<file path="src/rtl/alu_pkg.sv">
// Shared definitions for the ALU execute stage: opcodes, FSM encoding and payload structs.
package alu_pkg;

    localparam int unsigned DATA_W = 32;
    localparam int unsigned OPC_W  = 3;

    localparam logic [OPC_W-1:0] OP_ADD  = 3'b000;
    localparam logic [OPC_W-1:0] OP_SUB  = 3'b001;
    localparam logic [OPC_W-1:0] OP_MUL  = 3'b010;
    localparam logic [OPC_W-1:0] OP_AND  = 3'b011;
    localparam logic [OPC_W-1:0] OP_OR   = 3'b100;
    localparam logic [OPC_W-1:0] OP_NAND = 3'b101;
    localparam logic [OPC_W-1:0] OP_NOR  = 3'b110;
    localparam logic [OPC_W-1:0] OP_XOR  = 3'b111;

    typedef enum logic [1:0] {
        ST_IDLE     = 2'd0,
        ST_EXEC     = 2'd1,
        ST_MUL_WAIT = 2'd2,
        ST_DONE     = 2'd3
    } state_t;

    typedef struct packed {
        logic [OPC_W-1:0]  opcode;
        logic [DATA_W-1:0] op1;
        logic [DATA_W-1:0] op2;
    } alu_req_t;

    typedef struct packed {
        logic [DATA_W-1:0] result;
        logic              flag_c;
        logic              flag_z;
    } alu_rsp_t;

    // Only arithmetic ops produce a meaningful carry; the ALU keeps a stale one otherwise.
    function automatic logic carry_valid(input logic [OPC_W-1:0] opc);
        return (opc == OP_ADD) || (opc == OP_SUB);
    endfunction

endpackage

</file>
<file path="src/rtl/alu_out_slice.sv">
// Output capture slice: registers ALU result/flags, masks carry, holds under backpressure.
// Optional sticky carry indicator when ALU_EXEC_STICKY_EN is defined.
module alu_out_slice
    import alu_pkg::*;
(
    input  logic              clk,
    input  logic              rst_n,
`ifdef ALU_EXEC_STICKY_EN
    input  logic              sticky_clr,
    output logic              sticky_c,
`endif
    input  logic              capture,
    input  logic [OPC_W-1:0]  opcode,
    input  logic [DATA_W-1:0] alu_result,
    input  logic              alu_flag_c,
    input  logic              alu_flag_z,
    input  logic              out_ready,
    output logic              out_valid,
    output alu_rsp_t          rsp
);

    logic masked_c;

    assign masked_c = carry_valid(opcode) & alu_flag_c;

    // Payload loads only on capture, so it is naturally stable while waiting for out_ready.
    always_ff @(posedge clk or negedge rst_n) begin
        if (!rst_n) begin
            out_valid <= 1'b0;
            rsp       <= '0;
        end else if (capture) begin
            out_valid  <= 1'b1;
            rsp.result <= alu_result;
            rsp.flag_c <= masked_c;
            rsp.flag_z <= alu_flag_z;
        end else if (out_ready) begin
            out_valid <= 1'b0;
        end
    end

`ifdef ALU_EXEC_STICKY_EN
    // A carry capture outranks a simultaneous clear.
    always_ff @(posedge clk or negedge rst_n) begin
        if (!rst_n) begin
            sticky_c <= 1'b0;
        end else if (capture && masked_c) begin
            sticky_c <= 1'b1;
        end else if (sticky_clr) begin
            sticky_c <= 1'b0;
        end
    end
`endif

endmodule

</file>
<file path="src/rtl/alu_exec_stage.sv">
// Execute-issue stage: accepts ops, holds ALU inputs (MUL as multicycle), captures results.
// Optional feature macro: ALU_EXEC_STICKY_EN (adds sticky_c / sticky_clr).
module alu_exec_stage
    import alu_pkg::*;
#(
    parameter int unsigned MUL_LAT = 3
) (
    input  logic              clk,
    input  logic              rst_n,
`ifdef ALU_EXEC_STICKY_EN
    input  logic              sticky_clr,
    output logic              sticky_c,
`endif
    input  logic              in_valid,
    output logic              in_ready,
    input  logic [OPC_W-1:0]  in_opcode,
    input  logic [DATA_W-1:0] in_op1,
    input  logic [DATA_W-1:0] in_op2,
    output logic [OPC_W-1:0]  alu_opcode,
    output logic [DATA_W-1:0] alu_operand1,
    output logic [DATA_W-1:0] alu_operand2,
    input  logic [DATA_W-1:0] alu_result,
    input  logic              alu_flagC,
    input  logic              alu_flagZ,
    output logic              out_valid,
    input  logic              out_ready,
    output logic [DATA_W-1:0] out_result,
    output logic              out_flagC,
    output logic              out_flagZ,
    output logic              busy
);

    localparam int unsigned CNT_W = 4;

    state_t            state;
    logic [CNT_W-1:0]  counter;
    alu_req_t          req;
    alu_rsp_t          rsp;
    logic              accept;
    logic              capture;

    // DONE lets a new op in on the same edge the result is taken.
    assign in_ready = (state == ST_IDLE) || ((state == ST_DONE) && out_ready);
    assign accept   = in_valid && in_ready;
    assign capture  = (state == ST_EXEC) || ((state == ST_MUL_WAIT) && (counter == '0));
    assign busy     = (state != ST_IDLE);

    assign alu_opcode   = req.opcode;
    assign alu_operand1 = req.op1;
    assign alu_operand2 = req.op2;

    assign out_result = rsp.result;
    assign out_flagC  = rsp.flag_c;
    assign out_flagZ  = rsp.flag_z;

    always_ff @(posedge clk or negedge rst_n) begin
        if (!rst_n) begin
            state   <= ST_IDLE;
            counter <= '0;
            req     <= '0;
        end else begin
            case (state)
                ST_IDLE, ST_DONE: begin
                    if (accept) begin
                        req.opcode <= in_opcode;
                        req.op1    <= in_op1;
                        req.op2    <= in_op2;
                        if ((in_opcode == OP_MUL) && (MUL_LAT > 1)) begin
                            state   <= ST_MUL_WAIT;
                            counter <= CNT_W'(MUL_LAT - 1);
                        end else begin
                            state <= ST_EXEC;
                        end
                    end else if ((state == ST_DONE) && out_ready) begin
                        state <= ST_IDLE;
                    end
                end
                ST_EXEC: begin
                    state <= ST_DONE;
                end
                ST_MUL_WAIT: begin
                    if (counter == '0) begin
                        state <= ST_DONE;
                    end else begin
                        counter <= counter - CNT_W'(1);
                    end
                end
                default: begin
                    state <= ST_IDLE;
                end
            endcase
        end
    end

    alu_out_slice u_out_slice (
        .clk        (clk),
        .rst_n      (rst_n),
`ifdef ALU_EXEC_STICKY_EN
        .sticky_clr (sticky_clr),
        .sticky_c   (sticky_c),
`endif
        .capture    (capture),
        .opcode     (req.opcode),
        .alu_result (alu_result),
        .alu_flag_c (alu_flagC),
        .alu_flag_z (alu_flagZ),
        .out_ready  (out_ready),
        .out_valid  (out_valid),
        .rsp        (rsp)
    );

endmodule

</file>
<file path="config.mk">
export PLATFORM = sky130hd
export DESIGN_NAME = alu_exec_stage
export DESIGN_NICKNAME = d
export VERILOG_FILES = /design/src/rtl/alu_pkg.sv /design/src/rtl/alu_out_slice.sv /design/src/rtl/alu_exec_stage.sv
export SDC_FILE = /design/constraint.sdc
export NUM_CORES = 1
export LEC_CHECK = 0
export ABC_AREA = 0
export BUFFER_PORTS_ARGS = -buffer_cell sky130_fd_sc_hd__buf_2
export CAP_MARGIN = 20
export CORE_MARGIN = 1.5
export CORE_UTILIZATION = 40
export DETAILED_ROUTE_END_ITERATION = 16
export PLACE_DENSITY_LB_ADDON = 0.08
export SLEW_MARGIN = 20
export SYNTH_ARGS = -nofsm -noshare
export SYNTH_HDL_FRONTEND = slang
export SYNTH_HIERARCHICAL = 1
export SYNTH_SLANG_ARGS = --single-unit
</file>
<file path="constraint.sdc">
create_clock -name clk -period 5.67 [get_ports clk]
set_input_delay 1.134 -clock clk [delete_from_list [all_inputs] [get_ports clk]]
set_output_delay 1.134 -clock clk [all_outputs]
set_load 0.05 [all_outputs]
</file>
==> results.md, run 1 <==
- Grt ovf: 0
- CTS tree: yes
- Crit path time final: 2.81 ns
- Final RePlAce weighted congestion: 0.739
- Post-synthesis sequential area ratio: 0.596
- Data required, critical path: 4.54 ns
- Syn_area_per_cell: 17.0 µm²
- Clock Latency Late Sink: 0.35 ns
- Hold_sp: u_out_slice/out_valid
- First-pass GRT wire length: 14800 µm
- DP Wirelength: 6930 µm
- Final core utilization: 0.542
- Routed len/inst: 15.4 µm
- Final period utilization: 0.496
- Synth area leaders: dfrtp_1 (60%), mux2_4 (19%), mux2_2 (11%), ha_1 (1.4%), buf_12 (1.3%)
- Final hold vios: 0
- Max-Cap Viols: 0
- Post-CTS sizing: 0
- Seq. cell area: 0.00270 mm²
- Via density: 4.71
- Sink Count: 108
- Die W: 110 µm
- Count of cell types in the netlist: 32
- Worst Setup End Kind: primary output
- Synth-to-Final Area Change: 30.6%
- Status: complete, no violations
- Pre-antenna DRT Iters: 4
- Post-synth top cells: dfrtp_1 (108), mux2_4 (57), mux2_2 (43), inv_1 (10), ha_1 (5)
- CP max FO: 3
- Site Rows: 38
- Synth Net Count: 377
- PortBufs: 208
- Most used DFF post-synth: dfrtp_1
- DIE HEIGHT: 110 µm
- Number of synthesized flops with an enable pin: 0
- FF+latch count, synth: 108
- F_max: 356 MHz
- CP Data Arrival Time: 1.68 ns
- First DRT Iteration DRCs: 111
- Cts hold-fix bufs: 0
- H-tree levels: 3
- Largest net degree at the start of global routing: 66
- Total negative slack: 0 ns
- Initial antenna violation count: 1
- Top-area cell type share of the netlist area: 0.596
- Final Max Tran Viols: 0
- Count leader, synth: dfrtp_1
- Area taken by multi-input logic gates: 0.00167 mm²
- CTS root buffer: clkbuf_16
- Final WL: 9630 µm
- Vias: 2943
- Startpoint Class: input port
- Postcts setup bufs: 0
- CP startpoint: out_ready
- Setup violations, final: 0
- Slew HR: 0.445
- Post-Syn Area: 0.00454 mm²
- Ports: 209
- Core footprint: 0.0109 mm²
- Total global-route track usage: 0.164
- Final #Nets: 589
- Ys Warns: 6
- Ys async rst share: 1.00
- Worst Clk Skew: 0.00464 ns
- Gate Count Post-Synth: 267
- Starting Density: 0.415
- CTS Buffer Depth: 2
- Fraction of layout cells with a size suffix above 1: 0.692
- DRC errors left: 0
- Worst Hold Class: flip-flop to flip-flop
- Reg2reg start: counter[0]
- CTS clk-pin slew, worst paths: 0.07 ns
- Setup Crit Path Kind: input port to primary output
- Antenna-violating nets left: 0
- Worst slew pin tran: 0.831 ns
- Die ar.: 0.0120 mm²
- RSZ-0062 raised after global routing: no
- CTS buffer count: 9
- Filler cells: 958
- Synth area leader: dfrtp_1
- Vias in the first global route: 2958
- WHS: 0.478 ns
registers in the layout (all words and copies together), names as in the netlist:
signal	cells
u_out_slice/out_valid	1
alu_operand2	32
counter	4
state	2
u_out_slice/rsp	34
alu_opcode	3
alu_operand1	32
worst max-delay path, cell delays in order:
cell	delay, ns
buf_2	0.12
a21o_4	0.21
buf_2	0.21
layer usage:
| metal | part of all wire | track usage | wire [µm] | vias to the layer above |
|---|---|---|---|---|
| met3 | 0.10 | 0.0800 | 985 | 10 |
| met2 | 0.46 | 0.252 | 4460 | 130 |
| met5 | 0 | 0 | 0 | - |
| li1 | - | - | - | 1370 |
| met1 | 0.42 | 0.201 | 4020 | 1433 |
| met4 | 0.017 | 0.0566 | 162 | 0 |
cells in the final DEF (no fill, tap or decap), types with 2 or more instances in the layout:
cell	count
mux2_2	43
a22o_1	2
mux2_4	57
inv_1	10
o22ai_1	3
clkinv_2	2
nor2_1	3
a21o_1	2
nand2_4	2
nand2_1	2
a21oi_1	2
buf_2	207
buf_4	5
nor3_1	2
ha_1	5
clkbuf_16	9
clkbuf_1	3
dfrtp_1	108
metrics by stage:
stage / setup slack [ns] / std cells / instance area (µm²)
2_1_floorplan: 3.15 / 267 / 4540
3_3_place_gp: 2.65 / 608 / 5660
3_5_place_dp: 2.58 / 608 / 5660
4_1_cts: 2.86 / 624 / 5920
5_1_grt: 2.85 / 625 / 5930
6_report: 2.86 / 625 / 5930
logic make-up (layout without fill, tap and decap cells):
group	after synthesis	count (layout)	synth area share
adders and majority gates	5	5	0.0138
muxes	100	100	0.295
AOI/OAI and AO/OA	18	18	0.0345
and+or+nand+nor	15	15	0.0212
other	0	1	0
buffers and inverters	21	238	0.0397
DFF	108	108	0.596
final timing paths:
path,endpoint,slack (ns),cells after the start
setup / recovery,in_ready,2.86,3
hold / removal,u_out_slice/out_valid,0.48,1
setup reg to reg,u_out_slice/rsp[30],3.09,6
hold reg to reg,u_out_slice/out_valid,0.48,1
max in group asynchronous,u_out_slice/rsp[7],3.69,2
min in group asynchronous,u_out_slice/rsp[19],0.87,1
final cells by class:
class	count	share of cell area
diodes	1	0.000422
clock buffers	12	0.0399
clock inverters	4	0.00443
inverters	10	0.00633
multi-input cells	138	0.282
flip-flops and latches	108	0.456
well taps	140	0.0296
repair buffers	212	0.181
Power of run 1 is not shown: default switching activity piles up to over one toggle a cycle in this logic, so the estimate is an artifact.
==> inputs of run 2 (changes only) <==
--- a/config.mk
+++ b/config.mk
@@ -5,7 +5,7 @@
 export SDC_FILE = /design/constraint.sdc
 export NUM_CORES = 1
 export LEC_CHECK = 0
-export ABC_AREA = 0
+export ABC_AREA = 1
 export BUFFER_PORTS_ARGS = -buffer_cell sky130_fd_sc_hd__buf_2
 export CAP_MARGIN = 20
 export CORE_MARGIN = 1.5
==> constraint.sdc (replaced) <==
create_clock -name clk -period 2.6 [get_ports clk]
set_input_delay 0.52 -clock clk [delete_from_list [all_inputs] [get_ports clk]]
set_output_delay 0.52 -clock clk [all_outputs]
set_load 0.05 [all_outputs]
==> results.md, run 2 <==
- Status: complete, no violations
- CP bufs+invs: 3 (+1)
- Synth-to-Final Area Change: 27.9%
- First-pass GRT wire length: 17000 µm (+15%)
- Die ar.: 0.0119 mm² (-0.70%)
- Startpoint Class: flip-flop
- Number of synthesized flops with an enable pin: 0 (unchanged)
- Vias in the first global route: 3624 (+23%)
- Core footprint: 0.0109 mm² (-0.44%)
- F_max: 506 MHz
- Most common cell after layout, fill and taps aside: nand2_1
- Most flop-heavy register: u_out_slice/rsp
- First DRT Iteration DRCs: 172 (+55%)
- Worst Hold Class: input port to asynchronous set/reset pin
- Synth area leader: dfrtp_1
- Via density: 4.59 (-2.4%)
- Final core utilization: 0.529 (-0.0125)
- Kind of cell adding the most delay to the critical path: buffers and inverters
- Worst Setup End Kind: primary output
- Final worst setup slack: 0.623 ns (-2.24 ns)
- Final Max Tran Viols: 0 (unchanged)
- Pre-antenna DRT Iters: 4 (unchanged)
- Crit-path cells: inv_1 > ha_2 > inv_2 > nand2_2 > buf_2
- Crit path time final: 1.98 ns
- CTS Buffer Depth: 2 (unchanged)
- Total global-route track usage: 0.184 (+0.0200)
- Clock Latency Late Sink: 0.36 ns (about the same)
- CTS buffer count: 9 (unchanged)
- Final #Nets: 816 (+39%)
- CTS tree: yes
- Sink Count: 108 (unchanged)
- Data required, critical path: 2.08 ns (-2.46 ns)
- Reg-to-reg slack, setup: 0.72 ns (-2.37 ns)
- Ys async rst share: 1.00 (unchanged)
- DIE HEIGHT: 109 µm (-0.35%)
- DRC errors left: 0 (unchanged)
- Starting Density: 0.414 (-0.00118)
- Final hold vios: 0 (unchanged)
- Synth area leaders: dfrtp_1 (60%), nand2_1 (21%), o21ai_0 (6.3%), buf_6 (2.0%), nand2_2 (1.5%)
- Final WL: 11100 µm (+16%)
- H-tree levels: 3 (unchanged)
- Max-Cap Viols: 0 (unchanged)
- Site Rows: 38 (unchanged)
- Flip-flop count of the largest register after layout: 34 (unchanged)
- Largest net degree at the start of global routing: 43 (-35%)
- Vias: 3905 (+33%)
- Postcts setup bufs: 0 (unchanged)
- CP max-delay cell: dfrtp_1
- Grt ovf: 0 (unchanged)
- Worst slew pin tran: 0.519 ns (-0.312 ns)
- Count leader, synth: nand2_1
- CTS root buffer: clkbuf_8
- Post-synthesis sequential area ratio: 0.600 (+0.00430)
- Slew HR: 0.653 (+0.208)
- Routed len/inst: 13.1 µm (-15%)
- CP max FO: 4 (+1)
- Ys Warns: 6 (unchanged)
- Crit-path max cell delay: 0.42 ns (+0.21 ns)
- DP Wirelength: 7840 µm (+13%)
- Top-area cell type share of the netlist area: 0.600 (+0.00430)
- Antenna-violating nets left: 0 (unchanged)
- Post-CTS sizing: 0 (unchanged)
- Antenna Cells: 0 (-1)
- Post-Place Setup Slack: 0.709 ns (-1.87 ns)
- Post-Syn Area: 0.00451 mm² (-0.72%)
- Total negative slack: 0 ns (unchanged)
- Final period utilization: 0.760
- RSZ-0062 raised after global routing: no
- CTS clk-pin slew, worst paths: 0.10 ns (+0.03 ns)
- Most used DFF post-synth: dfrtp_1
- FF+latch count, synth: 108 (unchanged)
- Worst Clk Skew: 0.0119 ns (+0.00721 ns)
- Most frequent cells in the layout: nand2_1 (251), buf_2 (207), dfrtp_1 (108)
- Count of cell types in the netlist: 22 (-31%)
- CP Data Arrival Time: 1.46 ns (-0.22 ns)
- Setup Crit Path Kind: flip-flop to primary output
- Initial antenna violation count: 0 (-1)
- PortBufs: 208 (unchanged)
- Syn_area_per_cell: 8.89 µm² (-48%)
- Cts hold-fix bufs: 0 (unchanged)
- Synth Net Count: 617 (+64%)
- Ports: 209 (unchanged)
- Gate Count Post-Synth: 507 (+90%)
- Die W: 109 µm (-0.35%)
- Fraction of layout cells with a size suffix above 1: 0.346 (-0.346)
- Setup violations, final: 0 (unchanged)
- Post-synth top cells: nand2_1 (251), dfrtp_1 (108), o21ai_0 (57), inv_1 (14)
- Final RePlAce weighted congestion: 0.751 (+1.6%)
- Filler cells: 1061 (+11%)
run 2: cell count changes in the layout (fill, tap and decap cells not counted), sizes merged, moves of 3 or more:
cell / previous run / this run
o21ai: 0 / 68
nand3: 1 / 8
inv: 10 / 16
mux2: 100 / 0
o22ai: 3 / 0
nand2: 4 / 263
buf: 212 / 216
a21o: 3 / 0
run 2: worst register-to-register path: cells and delay by family (launching register included):
family	cells	cell delay, ns
buffers and inverters	2	0.47
and+or+nand+nor	4	0.72
DFF	1	0.42
adders and majority gates	1	0.23
run 2: layout make-up:
cell class | count | area (µm²) | share of cell area
Timing Repair Buffer | 216 | 1120 | 0.194
Multi-Input combinational cell | 355 | 1530 | 0.266
Clock inverter | 2 | 10.0 | 0.00174
Clock buffer | 13 | 159 | 0.0276
Sequential cell | 108 | 2700 | 0.469
Tap cell | 140 | 175 | 0.0304
Inverter | 16 | 67.6 | 0.0117
run 2: cell families after synthesis:
group | Yosys count | synth area share
fa+ha+maj | 5 | 0.0139
flops | 108 | 0.600
compound gates | 72 | 0.0819
simple gates | 278 | 0.244
buf+inv | 44 | 0.0603
run 2: stage by stage:
stage | hold WS, ns | area [µm²] | instances
after global routing | 0.0835 | 5760 | 850
after detailed placement | 0.454 | 5600 | 835
final | 0.0820 | 5760 | 850
after CTS | 0.0748 | 5760 | 850
after global placement | 0.449 | 5600 | 835
after floorplan | 0.224 | 4510 | 507
run 2: per-layer routing:
metal,track usage,part of all wire,up-vias
met4,0.0799,0.018,0
li1,-,-,1970
met1,0.227,0.43,1781
met2,0.292,0.45,140
met3,0.0628,0.098,14
met5,0,0,-
run 2: path summary, 6_finish.rpt:
check | from | end | cells past startpoint
worst max-delay path | state[0] | in_ready | 5
worst min register to register | u_out_slice/rsp[17] | u_out_slice/rsp[17] | 2
min in group clk | in_op2[12] | alu_operand2[12] | 3
worst max register to register | state[0] | u_out_slice/rsp[11] | 7
worst min-delay path | rst_n | counter[3] | 1
max in group asynchronous | rst_n | u_out_slice/rsp[4] | 2
Power of run 2 is left out for the same reason.
==> inputs of run 3 (changes only) <==
==> constraint.sdc (replaced) <==
create_clock -name clk -period 1.9 [get_ports clk]
set_input_delay 0.38 -clock clk [delete_from_list [all_inputs] [get_ports clk]]
set_output_delay 0.38 -clock clk [all_outputs]
set_load 0.05 [all_outputs]
==> results.md, run 3 (synthesized netlist as in run 2, its figures left out) <==
- Crit path time final: 1.78 ns
- H-tree levels: 3 (unchanged)
- Setup violations, final: 0 (unchanged)
- Worst Hold Class: input port to flip-flop
- Via density: 4.62 (+0.57%)
- CP max FO: 4 (unchanged)
- Routed len/inst: 12.8 µm (-2.6%)
- Setup Crit Path Kind: flip-flop to primary output
- CTS Buffer Depth: 2 (unchanged)
- DP Wirelength: 7950 µm (+1.3%)
- Postcts setup bufs: 0 (unchanged)
- Grt ovf: 0 (unchanged)
- Total global-route track usage: 0.191 (+0.00666)
- Most frequent cells in the layout: nand2_1 (251), buf_2 (206), dfrtp_1 (108)
- PortBufs: 208 (unchanged)
- Final Max Tran Viols: 0 (unchanged)
- Final RePlAce weighted congestion: 0.779 (+3.7%)
- Core footprint: 0.0109 mm² (unchanged)
- CP Data Arrival Time: 1.40 ns (-0.06 ns)
- Antenna-violating nets left: 0 (unchanged)
- Worst Clk Skew: 0.00650 ns (-0.00535 ns)
- Sink Count: 108 (unchanged)
- Starting Density: 0.414 (unchanged)
- Startpoint Class: flip-flop
- CTS clk-pin slew, worst paths: 0.09 ns (about the same)
- Initial antenna violation count: 0 (unchanged)
- CP max-delay cell: dfrtp_1
- Vias: 3955 (+1.3%)
- Die ar.: 0.0119 mm² (unchanged)
- Largest net degree at the start of global routing: 47 (+9.3%)
- DIE HEIGHT: 109 µm (unchanged)
- Max-Cap Viols: 0 (unchanged)
- F_max: 561 MHz
- Synth-to-Final Area Change: 30.0%
- Vias in the first global route: 3900 (+7.6%)
- Clock Latency Late Sink: 0.35 ns (about the same)
- Final hold vios: 0 (unchanged)
- Most flop-heavy register: u_out_slice/rsp
- Fraction of layout cells with a size suffix above 1: 0.351 (+0.00408)
- CP bufs+invs: 3 (unchanged)
- Crit-path max cell delay: 0.42 ns (about the same)
- Die W: 109 µm (unchanged)
- Final #Nets: 821 (+0.61%)
- First-pass GRT wire length: 17800 µm (+4.8%)
- Slew HR: 0.674 (+0.0205)
- RSZ-0062 raised after global routing: no
- Total negative slack: 0 ns (unchanged)
- Final period utilization: 0.937
- Crit-path cells: inv_1 > ha_2 > inv_2 > nand2_2 > buf_4
- Pre-antenna DRT Iters: 4 (unchanged)
- Worst slew pin tran: 0.490 ns (-0.0295 ns)
- CTS buffer count: 9 (unchanged)
- Final core utilization: 0.538 (+0.00873)
- Kind of cell adding the most delay to the critical path: flip-flops
- Most common cell after layout, fill and taps aside: nand2_1
- DRC errors left: 0 (unchanged)
- Site Rows: 38 (unchanged)
- Ports: 209 (unchanged)
- CTS root buffer: clkbuf_8
- Final WL: 10900 µm (-2.0%)
- Antenna Cells: 0 (unchanged)
- CTS tree: yes
- Flip-flop count of the largest register after layout: 34 (unchanged)
- Worst Setup End Kind: primary output
- Status: complete, no violations
- First DRT Iteration DRCs: 202 (+17%)
- Data required, critical path: 1.52 ns (-0.56 ns)
[run 3: cell count changes in the layout (fill, tap and decap cells not counted), sizes merged]
cell,delta
buf,+4
bufinv,+1
clkbuf,-2
clkinv,+1
clkinvlp,+1
dlygate4sd3,+1
[run 3: cell type report]
cell class / count / area (µm²)
clock buffer: 11 / 131
tap: 140 / 175
multi-input combinational: 355 / 1530
inverter: 16 / 67.6
timing repair buffer: 221 / 1200
fill: 1054 / 5030
sequential: 108 / 2700
clock inverter: 5 / 52.6
[run 3: metrics by stage]
stage,area [µm²],hold slack [ns],setup slack (ns),instances
after global placement,5660,0.384,0.288,839
after detailed placement,5660,0.382,0.234,839
after global routing,5860,0.197,0.0147,856
final,5860,0.217,0.119,856
after floorplan,4510,0.0844,0.112,507
after CTS,5860,0.193,0.0277,856
[run 3: worst paths after layout]
kind / slack, ns / end / startpoint / depth (start not counted)
worst max-delay path: 0.12 / in_ready / state[1] / 5
worst min-delay path: 0.22 / alu_operand2[31] / in_op2[31] / 3
worst max register to register: 0.24 / alu_opcode[2] / state[1] / 9
worst min register to register: 0.47 / u_out_slice/rsp[22] / u_out_slice/rsp[22] / 2
max in group asynchronous: 0.81 / alu_operand2[18] / rst_n / 3
min in group asynchronous: 0.53 / u_out_slice/rsp[5] / rst_n / 2
[run 3: worst reg2reg max path, cell delays in order, from the launching register on]
cell and delay [ns]:
dfrtp_1 0.42, inv_1 0.10, ha_2 0.18, inv_2 0.04
nand2_2 0.10, nand2_4 0.15, nor2_4 0.15, buf_4 0.26
nand2_1 0.08, o21a_1 0.10
[run 3: per-layer routing]
metal | global-route usage | vias to the layer above | routed length [µm]
met5 | 0 | - | 0
met4 | 0.0686 | 0 | 129
met3 | 0.0526 | 9 | 1010
met2 | 0.322 | 126 | 5110
met1 | 0.233 | 1841 | 4670
li1 | - | 1979 | -
[run 3: repair_timing]
item	in CTS	in global routing
endpoints found under the hold margin	34	0
hold buffers	1	0
resized for setup	0	2
setup endpoints to repair	0	1
Power of run 3 is left out for the same reason.
